[config.mk]
export PLATFORM = sky130hd
export DESIGN_NAME = nuclei_icb_addr_split_flat
export DESIGN_NICKNAME = d
export VERILOG_FILES = /design/src/rtl/nuclei_icb_addr_split_if.sv /design/src/rtl/nuclei_icb_addr_split.sv /design/src/flat_wrapper.sv
export SDC_FILE = /design/constraint.sdc
export NUM_CORES = 1
export LEC_CHECK = 0
export BUFFER_PORTS_ARGS = -buffer_cell sky130_fd_sc_hd__buf_2
export CELL_PAD_IN_SITES_DETAIL_PLACEMENT = 2
export CELL_PAD_IN_SITES_GLOBAL_PLACEMENT = 2
export CORE_MARGIN = 4
export CORE_UTILIZATION = 11
export DETAILED_ROUTE_END_ITERATION = 8
export HOLD_SLACK_MARGIN = 0.08
export PLACE_DENSITY = 0.84
export SLEW_MARGIN = 20
export SYNTH_ARGS = -nofsm -noshare
export SYNTH_HDL_FRONTEND = slang
export SYNTH_SLANG_ARGS = --single-unit
[constraint.sdc]
create_clock -name clk -period 2.5 [get_ports clk]
set_input_delay 0.25 -clock clk [delete_from_list [all_inputs] [get_ports clk]]
set_output_delay 0.25 -clock clk [all_outputs]
set_load 0.02 [all_outputs]
[src/rtl/nuclei_icb_addr_split_if.sv]
// ICB bus bundle: command channel (master -> slave) plus response channel (slave -> master).
interface nuclei_icb_addr_split_if #(
    parameter int unsigned AW = 32,
    parameter int unsigned DW = 32
);
    localparam int unsigned MW = DW / 8;

    logic          cmd_valid;
    logic          cmd_ready;
    logic [AW-1:0] cmd_addr;
    logic          cmd_read;
    logic [DW-1:0] cmd_wdata;
    logic [MW-1:0] cmd_wmask;

    logic          rsp_valid;
    logic          rsp_ready;
    logic          rsp_err;
    logic [DW-1:0] rsp_rdata;

    modport master (
        output cmd_valid, cmd_addr, cmd_read, cmd_wdata, cmd_wmask, rsp_ready,
        input  cmd_ready, rsp_valid, rsp_err, rsp_rdata
    );

    modport slave (
        input  cmd_valid, cmd_addr, cmd_read, cmd_wdata, cmd_wmask, rsp_ready,
        output cmd_ready, rsp_valid, rsp_err, rsp_rdata
    );
endinterface

[src/rtl/nuclei_icb_addr_split.sv]
// Address-decoded 1:2 ICB splitter. Commands go to the target port T when the
// masked address matches the region base, otherwise to the default port D.
// Responses stay in order because the active port may only change while
// nothing is outstanding, so no reorder storage is needed.
module nuclei_icb_addr_split #(
    parameter int unsigned AW     = 32,
    parameter int unsigned DW     = 32,
    parameter int unsigned OSTD   = 4,
    parameter logic [31:0] T_BASE = 32'h1000_0000,
    parameter logic [31:0] T_MASK = 32'hF000_0000
) (
    input  logic                     clk,
    input  logic                     rst,
    nuclei_icb_addr_split_if.slave   i_icb,
    nuclei_icb_addr_split_if.master  t_icb,
    nuclei_icb_addr_split_if.master  d_icb
);
    localparam int unsigned   CW     = $clog2(OSTD + 1);
    localparam logic [AW-1:0] MASK_A = AW'(T_MASK);
    localparam logic [AW-1:0] BASE_A = AW'(T_BASE & T_MASK);
    localparam logic [CW-1:0] OSTD_C = CW'(OSTD);

    logic [CW-1:0] cnt_q, cnt_d;
    logic          cur_port_q, cur_port_d;     // 1 = T, 0 = D

    logic          hit_c;
    logic          allow_c;
    logic          cmd_hs_c;
    logic          rsp_hs_c;
    logic [DW-1:0] rsp_rdata_c;

    // Decode, command gating and fan-out; payload passes straight through to both ports
    always_comb begin
        hit_c    = ((i_icb.cmd_addr & MASK_A) == BASE_A);
        allow_c  = (cnt_q == '0) || ((cnt_q < OSTD_C) && (hit_c == cur_port_q));

        t_icb.cmd_addr  = i_icb.cmd_addr;
        t_icb.cmd_read  = i_icb.cmd_read;
        t_icb.cmd_wdata = i_icb.cmd_wdata;
        t_icb.cmd_wmask = i_icb.cmd_wmask;
        d_icb.cmd_addr  = i_icb.cmd_addr;
        d_icb.cmd_read  = i_icb.cmd_read;
        d_icb.cmd_wdata = i_icb.cmd_wdata;
        d_icb.cmd_wmask = i_icb.cmd_wmask;

        t_icb.cmd_valid = i_icb.cmd_valid & allow_c & hit_c;
        d_icb.cmd_valid = i_icb.cmd_valid & allow_c & ~hit_c;
        i_icb.cmd_ready = allow_c & (hit_c ? t_icb.cmd_ready : d_icb.cmd_ready);
        cmd_hs_c        = i_icb.cmd_valid & i_icb.cmd_ready;
    end

    // Response mux follows the port of the most recently accepted command
    always_comb begin
        i_icb.rsp_valid = d_icb.rsp_valid;
        i_icb.rsp_err   = d_icb.rsp_err;
        rsp_rdata_c     = d_icb.rsp_rdata;
        t_icb.rsp_ready = 1'b0;
        d_icb.rsp_ready = 1'b0;
        if (cur_port_q) begin
            i_icb.rsp_valid = t_icb.rsp_valid;
            i_icb.rsp_err   = t_icb.rsp_err;
            rsp_rdata_c     = t_icb.rsp_rdata;
            t_icb.rsp_ready = i_icb.rsp_ready;
        end else begin
            d_icb.rsp_ready = i_icb.rsp_ready;
        end
        i_icb.rsp_rdata = rsp_rdata_c;
        rsp_hs_c        = i_icb.rsp_valid & i_icb.rsp_ready;
    end

    // Outstanding counter (saturates at zero on stray responses) and active-port tracking
    always_comb begin
        cnt_d      = cnt_q;
        cur_port_d = cur_port_q;
        if (cmd_hs_c) begin
            cur_port_d = hit_c;
        end
        case ({cmd_hs_c, rsp_hs_c})
            2'b10:   cnt_d = cnt_q + CW'(1);
            2'b01:   cnt_d = (cnt_q == '0) ? cnt_q : (cnt_q - CW'(1));
            default: cnt_d = cnt_q;
        endcase
    end

    // State registers
    always_ff @(posedge clk or posedge rst) begin
        if (rst) begin
            cnt_q      <= '0;
            cur_port_q <= 1'b0;
        end else begin
            cnt_q      <= cnt_d;
            cur_port_q <= cur_port_d;
        end
    end
endmodule

[src/flat_wrapper.sv]
// flat-port wrapper written by rule: the top's interface ports become plain ports
module nuclei_icb_addr_split_flat 
#(
    parameter int unsigned AW     = 32,
    parameter int unsigned DW     = 32,
    parameter int unsigned OSTD   = 4,
    parameter logic [31:0] T_BASE = 32'h1000_0000,
    parameter logic [31:0] T_MASK = 32'hF000_0000
)
  (clk, rst, i_icb_cmd_valid, i_icb_cmd_addr, i_icb_cmd_read, i_icb_cmd_wdata, i_icb_cmd_wmask, i_icb_rsp_ready, i_icb_cmd_ready, i_icb_rsp_valid, i_icb_rsp_err, i_icb_rsp_rdata, t_icb_cmd_valid, t_icb_cmd_addr, t_icb_cmd_read, t_icb_cmd_wdata, t_icb_cmd_wmask, t_icb_rsp_ready, t_icb_cmd_ready, t_icb_rsp_valid, t_icb_rsp_err, t_icb_rsp_rdata, d_icb_cmd_valid, d_icb_cmd_addr, d_icb_cmd_read, d_icb_cmd_wdata, d_icb_cmd_wmask, d_icb_rsp_ready, d_icb_cmd_ready, d_icb_rsp_valid, d_icb_rsp_err, d_icb_rsp_rdata);
  nuclei_icb_addr_split_if #(.AW(AW), .DW(DW)) i_icb_i ();
  nuclei_icb_addr_split_if #(.AW(AW), .DW(DW)) t_icb_i ();
  nuclei_icb_addr_split_if #(.AW(AW), .DW(DW)) d_icb_i ();
  input  logic clk;
  input  logic rst;
  input wire logic [$bits(i_icb_i.cmd_valid)-1:0] i_icb_cmd_valid;
  input wire logic [$bits(i_icb_i.cmd_addr)-1:0] i_icb_cmd_addr;
  input wire logic [$bits(i_icb_i.cmd_read)-1:0] i_icb_cmd_read;
  input wire logic [$bits(i_icb_i.cmd_wdata)-1:0] i_icb_cmd_wdata;
  input wire logic [$bits(i_icb_i.cmd_wmask)-1:0] i_icb_cmd_wmask;
  input wire logic [$bits(i_icb_i.rsp_ready)-1:0] i_icb_rsp_ready;
  output wire logic [$bits(i_icb_i.cmd_ready)-1:0] i_icb_cmd_ready;
  output wire logic [$bits(i_icb_i.rsp_valid)-1:0] i_icb_rsp_valid;
  output wire logic [$bits(i_icb_i.rsp_err)-1:0] i_icb_rsp_err;
  output wire logic [$bits(i_icb_i.rsp_rdata)-1:0] i_icb_rsp_rdata;
  output wire logic [$bits(t_icb_i.cmd_valid)-1:0] t_icb_cmd_valid;
  output wire logic [$bits(t_icb_i.cmd_addr)-1:0] t_icb_cmd_addr;
  output wire logic [$bits(t_icb_i.cmd_read)-1:0] t_icb_cmd_read;
  output wire logic [$bits(t_icb_i.cmd_wdata)-1:0] t_icb_cmd_wdata;
  output wire logic [$bits(t_icb_i.cmd_wmask)-1:0] t_icb_cmd_wmask;
  output wire logic [$bits(t_icb_i.rsp_ready)-1:0] t_icb_rsp_ready;
  input wire logic [$bits(t_icb_i.cmd_ready)-1:0] t_icb_cmd_ready;
  input wire logic [$bits(t_icb_i.rsp_valid)-1:0] t_icb_rsp_valid;
  input wire logic [$bits(t_icb_i.rsp_err)-1:0] t_icb_rsp_err;
  input wire logic [$bits(t_icb_i.rsp_rdata)-1:0] t_icb_rsp_rdata;
  output wire logic [$bits(d_icb_i.cmd_valid)-1:0] d_icb_cmd_valid;
  output wire logic [$bits(d_icb_i.cmd_addr)-1:0] d_icb_cmd_addr;
  output wire logic [$bits(d_icb_i.cmd_read)-1:0] d_icb_cmd_read;
  output wire logic [$bits(d_icb_i.cmd_wdata)-1:0] d_icb_cmd_wdata;
  output wire logic [$bits(d_icb_i.cmd_wmask)-1:0] d_icb_cmd_wmask;
  output wire logic [$bits(d_icb_i.rsp_ready)-1:0] d_icb_rsp_ready;
  input wire logic [$bits(d_icb_i.cmd_ready)-1:0] d_icb_cmd_ready;
  input wire logic [$bits(d_icb_i.rsp_valid)-1:0] d_icb_rsp_valid;
  input wire logic [$bits(d_icb_i.rsp_err)-1:0] d_icb_rsp_err;
  input wire logic [$bits(d_icb_i.rsp_rdata)-1:0] d_icb_rsp_rdata;
  assign i_icb_i.cmd_valid = i_icb_cmd_valid;
  assign i_icb_i.cmd_addr = i_icb_cmd_addr;
  assign i_icb_i.cmd_read = i_icb_cmd_read;
  assign i_icb_i.cmd_wdata = i_icb_cmd_wdata;
  assign i_icb_i.cmd_wmask = i_icb_cmd_wmask;
  assign i_icb_i.rsp_ready = i_icb_rsp_ready;
  assign i_icb_cmd_ready = i_icb_i.cmd_ready;
  assign i_icb_rsp_valid = i_icb_i.rsp_valid;
  assign i_icb_rsp_err = i_icb_i.rsp_err;
  assign i_icb_rsp_rdata = i_icb_i.rsp_rdata;
  assign t_icb_cmd_valid = t_icb_i.cmd_valid;
  assign t_icb_cmd_addr = t_icb_i.cmd_addr;
  assign t_icb_cmd_read = t_icb_i.cmd_read;
  assign t_icb_cmd_wdata = t_icb_i.cmd_wdata;
  assign t_icb_cmd_wmask = t_icb_i.cmd_wmask;
  assign t_icb_rsp_ready = t_icb_i.rsp_ready;
  assign t_icb_i.cmd_ready = t_icb_cmd_ready;
  assign t_icb_i.rsp_valid = t_icb_rsp_valid;
  assign t_icb_i.rsp_err = t_icb_rsp_err;
  assign t_icb_i.rsp_rdata = t_icb_rsp_rdata;
  assign d_icb_cmd_valid = d_icb_i.cmd_valid;
  assign d_icb_cmd_addr = d_icb_i.cmd_addr;
  assign d_icb_cmd_read = d_icb_i.cmd_read;
  assign d_icb_cmd_wdata = d_icb_i.cmd_wdata;
  assign d_icb_cmd_wmask = d_icb_i.cmd_wmask;
  assign d_icb_rsp_ready = d_icb_i.rsp_ready;
  assign d_icb_i.cmd_ready = d_icb_cmd_ready;
  assign d_icb_i.rsp_valid = d_icb_rsp_valid;
  assign d_icb_i.rsp_err = d_icb_rsp_err;
  assign d_icb_i.rsp_rdata = d_icb_rsp_rdata;
  nuclei_icb_addr_split #(.AW(AW), .DW(DW), .OSTD(OSTD), .T_BASE(T_BASE), .T_MASK(T_MASK)) u_core (.clk(clk), .rst(rst), .i_icb(i_icb_i), .t_icb(t_icb_i), .d_icb(d_icb_i));
endmodule
# Word level (Yosys, flattened, before mapping)
# Cells that the tools add are included.
# word_totals
wordCells	30
in_bits	143
register_bits	4
output_inout_bits	177
# classes
n_reduce_logical	5
n_eq_ne	5
n_bitwise	7
n_mux	8
magnitude_cmp	1
addsub	2
# op_table
op	count
32-bit two-way mux	1
1-bit bitwise AND	6
3-bit one-hot mux with 2 select lines	1
1-bit two-way mux	5
4-bit by 1-bit == test with 1-bit output, second input constant	1
3-bit by 1-bit adder with 3-bit output, second input constant	1
3-bit logical NOT	1
3-bit < comparator, second input constant	1
3-bit two-way mux	1
3-bit by 1-bit subtractor with 3-bit output, second input constant	1
2-bit by 1-bit == test with 1-bit output, second input constant	1
2-bit == test, second input constant	1
2-bit != test, second input constant	1
2-bit AND reduction	1
2-bit nonzero test	1
1-bit == test	1
1-bit logical AND	1
1-bit logical OR	1
1-bit inverter	1

# Logic depth before layout (Yosys ltp)
# depth
depth_word	9
ltp_mapped	8
depth_no_buf	8

# Worst setup path after synthesis
# OpenSTA, ideal clock, no wires.
# synth_timing
path_kind	register to register
from	reg u_core.cur_port_q
to	reg u_core.cnt_q[2]
path_stages_with_launch	9
n_path_buf	1
arrival_time_ns	1.969
setup_time_ns	0.087
required_time_ns	2.413
setup_slack_ns	0.444
period_less_slack_ns	2.056
cell_sequence	dfrtp_1 -> mux2_2 -> and2_1 -> clkbuf_1 -> nand2_1 -> fa_1 -> nand3_1 -> or4b_1 -> o211ai_1
# synth_via
elab_cells_between_ends	13
classes_between	eq/ne (4); mux (2); bitwise (3); reduce/logical (4)
# synth_lines
item	line_no	source
start: declaration	nuclei_icb_addr_split.sv:24	logic cur_port_q, cur_port_d;
start signal: assignment	nuclei_icb_addr_split.sv:92	cur_port_q <= cur_port_d;
1-bit two-way mux (*)	nuclei_icb_addr_split.sv:59	if (cur_port_q) begin
via i_icb_rsp_valid	flat_wrapper.sv:23	output wire logic [$bits(i_icb_i.rsp_valid)-1:0] i_icb_rsp_valid;
1-bit bitwise AND (*)	nuclei_icb_addr_split.sv:68	rsp_hs_c = i_icb.rsp_valid & i_icb.rsp_ready;
2-bit by 1-bit == test with 1-bit output / 2-bit == test (equally long branches)	nuclei_icb_addr_split.sv:78	case ({cmd_hs_c, rsp_hs_c})
2-bit != test (no line) / 2-bit nonzero test (equally long branches)	n/a	
2-bit AND reduction (no line)	n/a	
end signal: assignment	nuclei_icb_addr_split.sv:91	cnt_q <= cnt_d;
end: declaration	nuclei_icb_addr_split.sv:23	logic [CW-1:0] cnt_q, cnt_d;
# The timed path passes the listed nets; every way through them passes the cells marked *.
# A chain may end at the register's enable or synchronous reset.

# Worst setup path after layout
# layout_timing
from	reg u_core.cur_port_q
to	reg u_core.cnt_q[2]
# layout_via
elab_chain_cells	8
elab_cells_between_ends	13
classes_between	eq/ne (4); mux (2); bitwise (3); reduce/logical (4)
# layout_rtl
item	line_no	source
1-bit == test	nuclei_icb_addr_split.sv:35	allow_c = (cnt_q == '0) || ((cnt_q < OSTD_C) && (hit_c == cur_port_q));
1-bit logical AND	nuclei_icb_addr_split.sv:35	
1-bit logical OR	nuclei_icb_addr_split.sv:35	
1-bit bitwise AND	nuclei_icb_addr_split.sv:48	i_icb.cmd_ready = allow_c & (hit_c ? t_icb.cmd_ready : d_icb.cmd_ready);
1-bit bitwise AND	nuclei_icb_addr_split.sv:49	cmd_hs_c = i_icb.cmd_valid & i_icb.cmd_ready;
2-bit by 1-bit == test with 1-bit output / 2-bit == test (equally long branches)	nuclei_icb_addr_split.sv:78	
2-bit != test (no line) / 2-bit nonzero test (equally long branches)	n/a	
2-bit AND reduction (no line)	n/a	
# Parallel ways exist; a longest one is shown, timed or not.

==> out/metrics.cfg <==
[critical_path]
crit_required_ns = 2.64
cp_max_fo = 8
worstRegToRegCells = 7
criticalPathCategory = flop to flop
worst_setup_path_end_kind = flop
arrival_ns = 2.27
timing.critical_path.from_type = flop

[grt]
antenna_found_initial = 3
first_global_vias = 1481
overflow = 0
grt_first_pass_wirelength_microns = 9390
groute.usage.overall = 0.0642
grt_max_degree = 36

[route]
drt_iter0_markers = 14
routed_wl_microns = 6490
detail-route-antenna-nets = 0
drt-wirelength-per-cell_microns = 15.0
route.detailed.drc = 0
via_per_inst = 3.10
drtPass1Iterations = 2
detailed_route_via_count = 1336

[sta]
timing.final.hold_violations = 0
clock.fmax_ghz = 0.471
final_setup_violating_endpoints = 0
max-slew-margin-rel = 0.688
maxSlewViolCount = 0
fin_tns_setup_ns = 0
fin_crit_sh = 0.849
fin_skew_ns = 0.0000501
grt_setup_unrepaired = no
time_the_final_worst_path_needs_with_i_o_delays_and_setup_ns = 2.12
timing_worst_slew_pin_value_ns = 0.468

[floorplanning]
num_io_pins = 320
dieHeight_microns = 138
std_cell_rows = 47
effective_utilization_at_floorplan = 0.112
floorplan.die_area_sq_um = 19100
floorplan.core_area_sq_um = 16600
fp.dieW_microns = 138

[cells_and_area]
drive_above_1_share = 0.763
layout.cell_area.non_filler_sq_um = 1810
final_nets = 356
final.fill_count = 2005
flow.area_growth_from_synthesis_pct = -3.09
antenna-diode-count = 0

[clock_network]
hold_buffers = 1
cts_repair_resize_count = 0
cts-buffers-inserted = 3
postCtsSetupBuffers = 0
clk_pin_slew_ns = 0.03
clock_latency_ns = 0.23
tritoncts = built
cts.sinks = 4
root_cell_of_the_clock_tree = sky130_fd_sc_hd__clkbuf_16
cts_max_path_buffers = 2
h-tree-depth = 1

[power]
power.clock.fraction = 0.332
net_switching_share_of_the_total_power = 0.392
net-switching-power_mw = 0.309
p_leak_nw = 0.842
internal_power_mw = 0.480
worst_ir_drop_vdd_uv = 190
share_comb_of_total_power = 0.499
share_seq_of_total_power = 0.169
p_per_area_nw_per_um2 = 436

[placed_design]
post_dp_cell_area_sq_um = 1720
gpl.final_weighted_congestion = 0.766
dp.final_hpwl_microns = 5820
port_buffers = 124

[run]
maxCapViolations = 0

[synth]
syn_area_per_cell_sq_um = 8.37
netlist-cell-type-count = 33
netlist_instances = 223
synth-simple-area-share = 0.0932
post_synth_fa_ha_maj_area_fraction = 0.0107
synth_sequential_area_ratio = 0.0537
synthXorXnorAreaFrac = 0.00469
synth_compound_gate_area_share = 0.0355
synthMuxAreaShare = 0.229
postSynthNetCount = 367
dominant_combinational_cell_family_by_area_after_synthesis = buffers and inverters
postSynthRegisterBits = 4
ys.warnings.count = 0
post_synth_instance_area_sq_um = 1870

[worst_hold_path]
classification_of_the_worst_slack_hold_path = input port to flop
holdPathStages = 3

[status]
status = complete, no violations

[power by group through the flow]
stage | Sequential [mW] | Combinational, mW | Clock (mW)
final | 0.133 | 0.393 | 0.262
after floorplan | 0.116 | 0.555 | 0
after global placement | 0.131 | 0.387 | 0
after detailed placement | 0.133 | 0.398 | 0
after CTS | 0.132 | 0.403 | 0.263
after global routing | 0.140 | 0.434 | 0.274
[cell usage in the layout (no fill, tap or decap), types with 2 or more instances in the layout]
master / netlist / final
sky130_fd_sc_hd__o21ai_1: 2 / 2
sky130_fd_sc_hd__mux2_4: 2 / 2
sky130_fd_sc_hd__mux2_1: 10 / 10
sky130_fd_sc_hd__and2_1: 2 / 2
sky130_fd_sc_hd__a31oi_1: 3 / 3
sky130_fd_sc_hd__mux2_2: 24 / 24
sky130_fd_sc_hd__nor2_1: 4 / 4
sky130_fd_sc_hd__buf_2: 3 / 124
sky130_fd_sc_hd__nand3_1: 3 / 3
sky130_fd_sc_hd__inv_1: 3 / 3
sky130_fd_sc_hd__clkbuf_16: 0 / 3
sky130_fd_sc_hd__buf_4: 138 / 2
sky130_fd_sc_hd__nand2_1: 5 / 5
sky130_fd_sc_hd__dfrtp_1: 4 / 3
[critical path, cell delays in order (launching register included)]
cell	delay, ns
sky130_fd_sc_hd__dfrtp_2	0.44
sky130_fd_sc_hd__mux2_2	0.39
sky130_fd_sc_hd__and2_1	0.23
sky130_fd_sc_hd__nand2_1	0.11
sky130_fd_sc_hd__fa_1	0.19
sky130_fd_sc_hd__nand3_1	0.09
sky130_fd_sc_hd__or4b_1	0.48
sky130_fd_sc_hd__o211ai_1	0.10
[stage by stage]
step	utilization	hold slack [ns]	total power, mW	instances	worst slack [ns]
floorplan	-	0.0161	0.671	223	0.444
global placement	0.104	0.150	0.518	426	0.363
detailed placement	0.104	0.151	0.531	426	0.320
CTS	0.109	0.325	0.798	431	0.368
global route	0.109	0.371	0.847	431	0.261
finish	0.109	0.324	0.789	431	0.377
[kinds of logic (layout without fill, tap and decap cells)]
family,after synthesis,count (layout)
buffers and inverters,146,134
muxes,37,37
and+or+nand+nor,24,24
AOI/OAI and AO/OA,10,10
DFF,4,4
adders and majority gates,1,1
xor gates and xnor gates,1,1
[synth_stat cells, drive strengths merged]
cell type / number / share of area
or4b: 1 / 0.0054
mux2: 36 / 0.22
dfrtp: 4 / 0.054
a21oi: 1 / 0.0027
or3: 1 / 0.0034
nor4bb: 1 / 0.0054
nand2: 5 / 0.010
o221ai: 1 / 0.0047
nor2b: 1 / 0.0034
o21bai: 1 / 0.0040
nand3: 3 / 0.0080
and2b: 1 / 0.0047
and3: 1 / 0.0040
and2: 2 / 0.0067
o21ai: 2 / 0.0054
inv: 3 / 0.0060
clkbuf: 1 / 0.0020
nor2: 4 / 0.0080
a31oi: 3 / 0.010
nand4: 1 / 0.011
o211ai: 1 / 0.0040
a2bb2oi: 1 / 0.0047
buf: 142 / 0.57
and4b: 1 / 0.0054
fa: 1 / 0.011
nor4b: 1 / 0.013
xnor2: 1 / 0.0047
mux2i: 1 / 0.0074
nand4b: 1 / 0.0047
[registers in the layout, indices dropped and copies added (netlist names)]
register           flops
u_core.cur_port_q      1
u_core.cnt_q           3
[path summary, 6_finish.rpt]
path,from,end,slack (ns)
worst min register to register,u_core.cur_port_q,u_core.cur_port_q,0.64
worst max register to register,u_core.cur_port_q,u_core.cnt_q[2],0.38
worst min-delay path,t_icb_cmd_ready,u_core.cur_port_q,0.32
max in group asynchronous,rst,u_core.cur_port_q,1.83
min in group asynchronous,rst,u_core.cnt_q[2],0.50
worst max-delay path,u_core.cur_port_q,u_core.cnt_q[2],0.38
[layout make-up]
class / count / area [sq um] / area share
Timing Repair Buffer: 127 / 646 / 0.357
Inverter: 3 / 11.3 / 0.00623
Multi-Input combinational cell: 73 / 696 / 0.385
Sequential cell: 4 / 101 / 0.0561
Tap cell: 220 / 275 / 0.152
Clock buffer: 4 / 78.8 / 0.0436
[layer usage]
metal / vias up / global-route usage / wire [microns]
met2: 131 / 0.114 / 3180
met4: 4 / 0.0400 / 332
met5: - / 0 / 27
met3: 53 / 0.0363 / 887
met1: 576 / 0.0553 / 2050
li1: 572 / - / -
(Power assumes the default switching activity.)
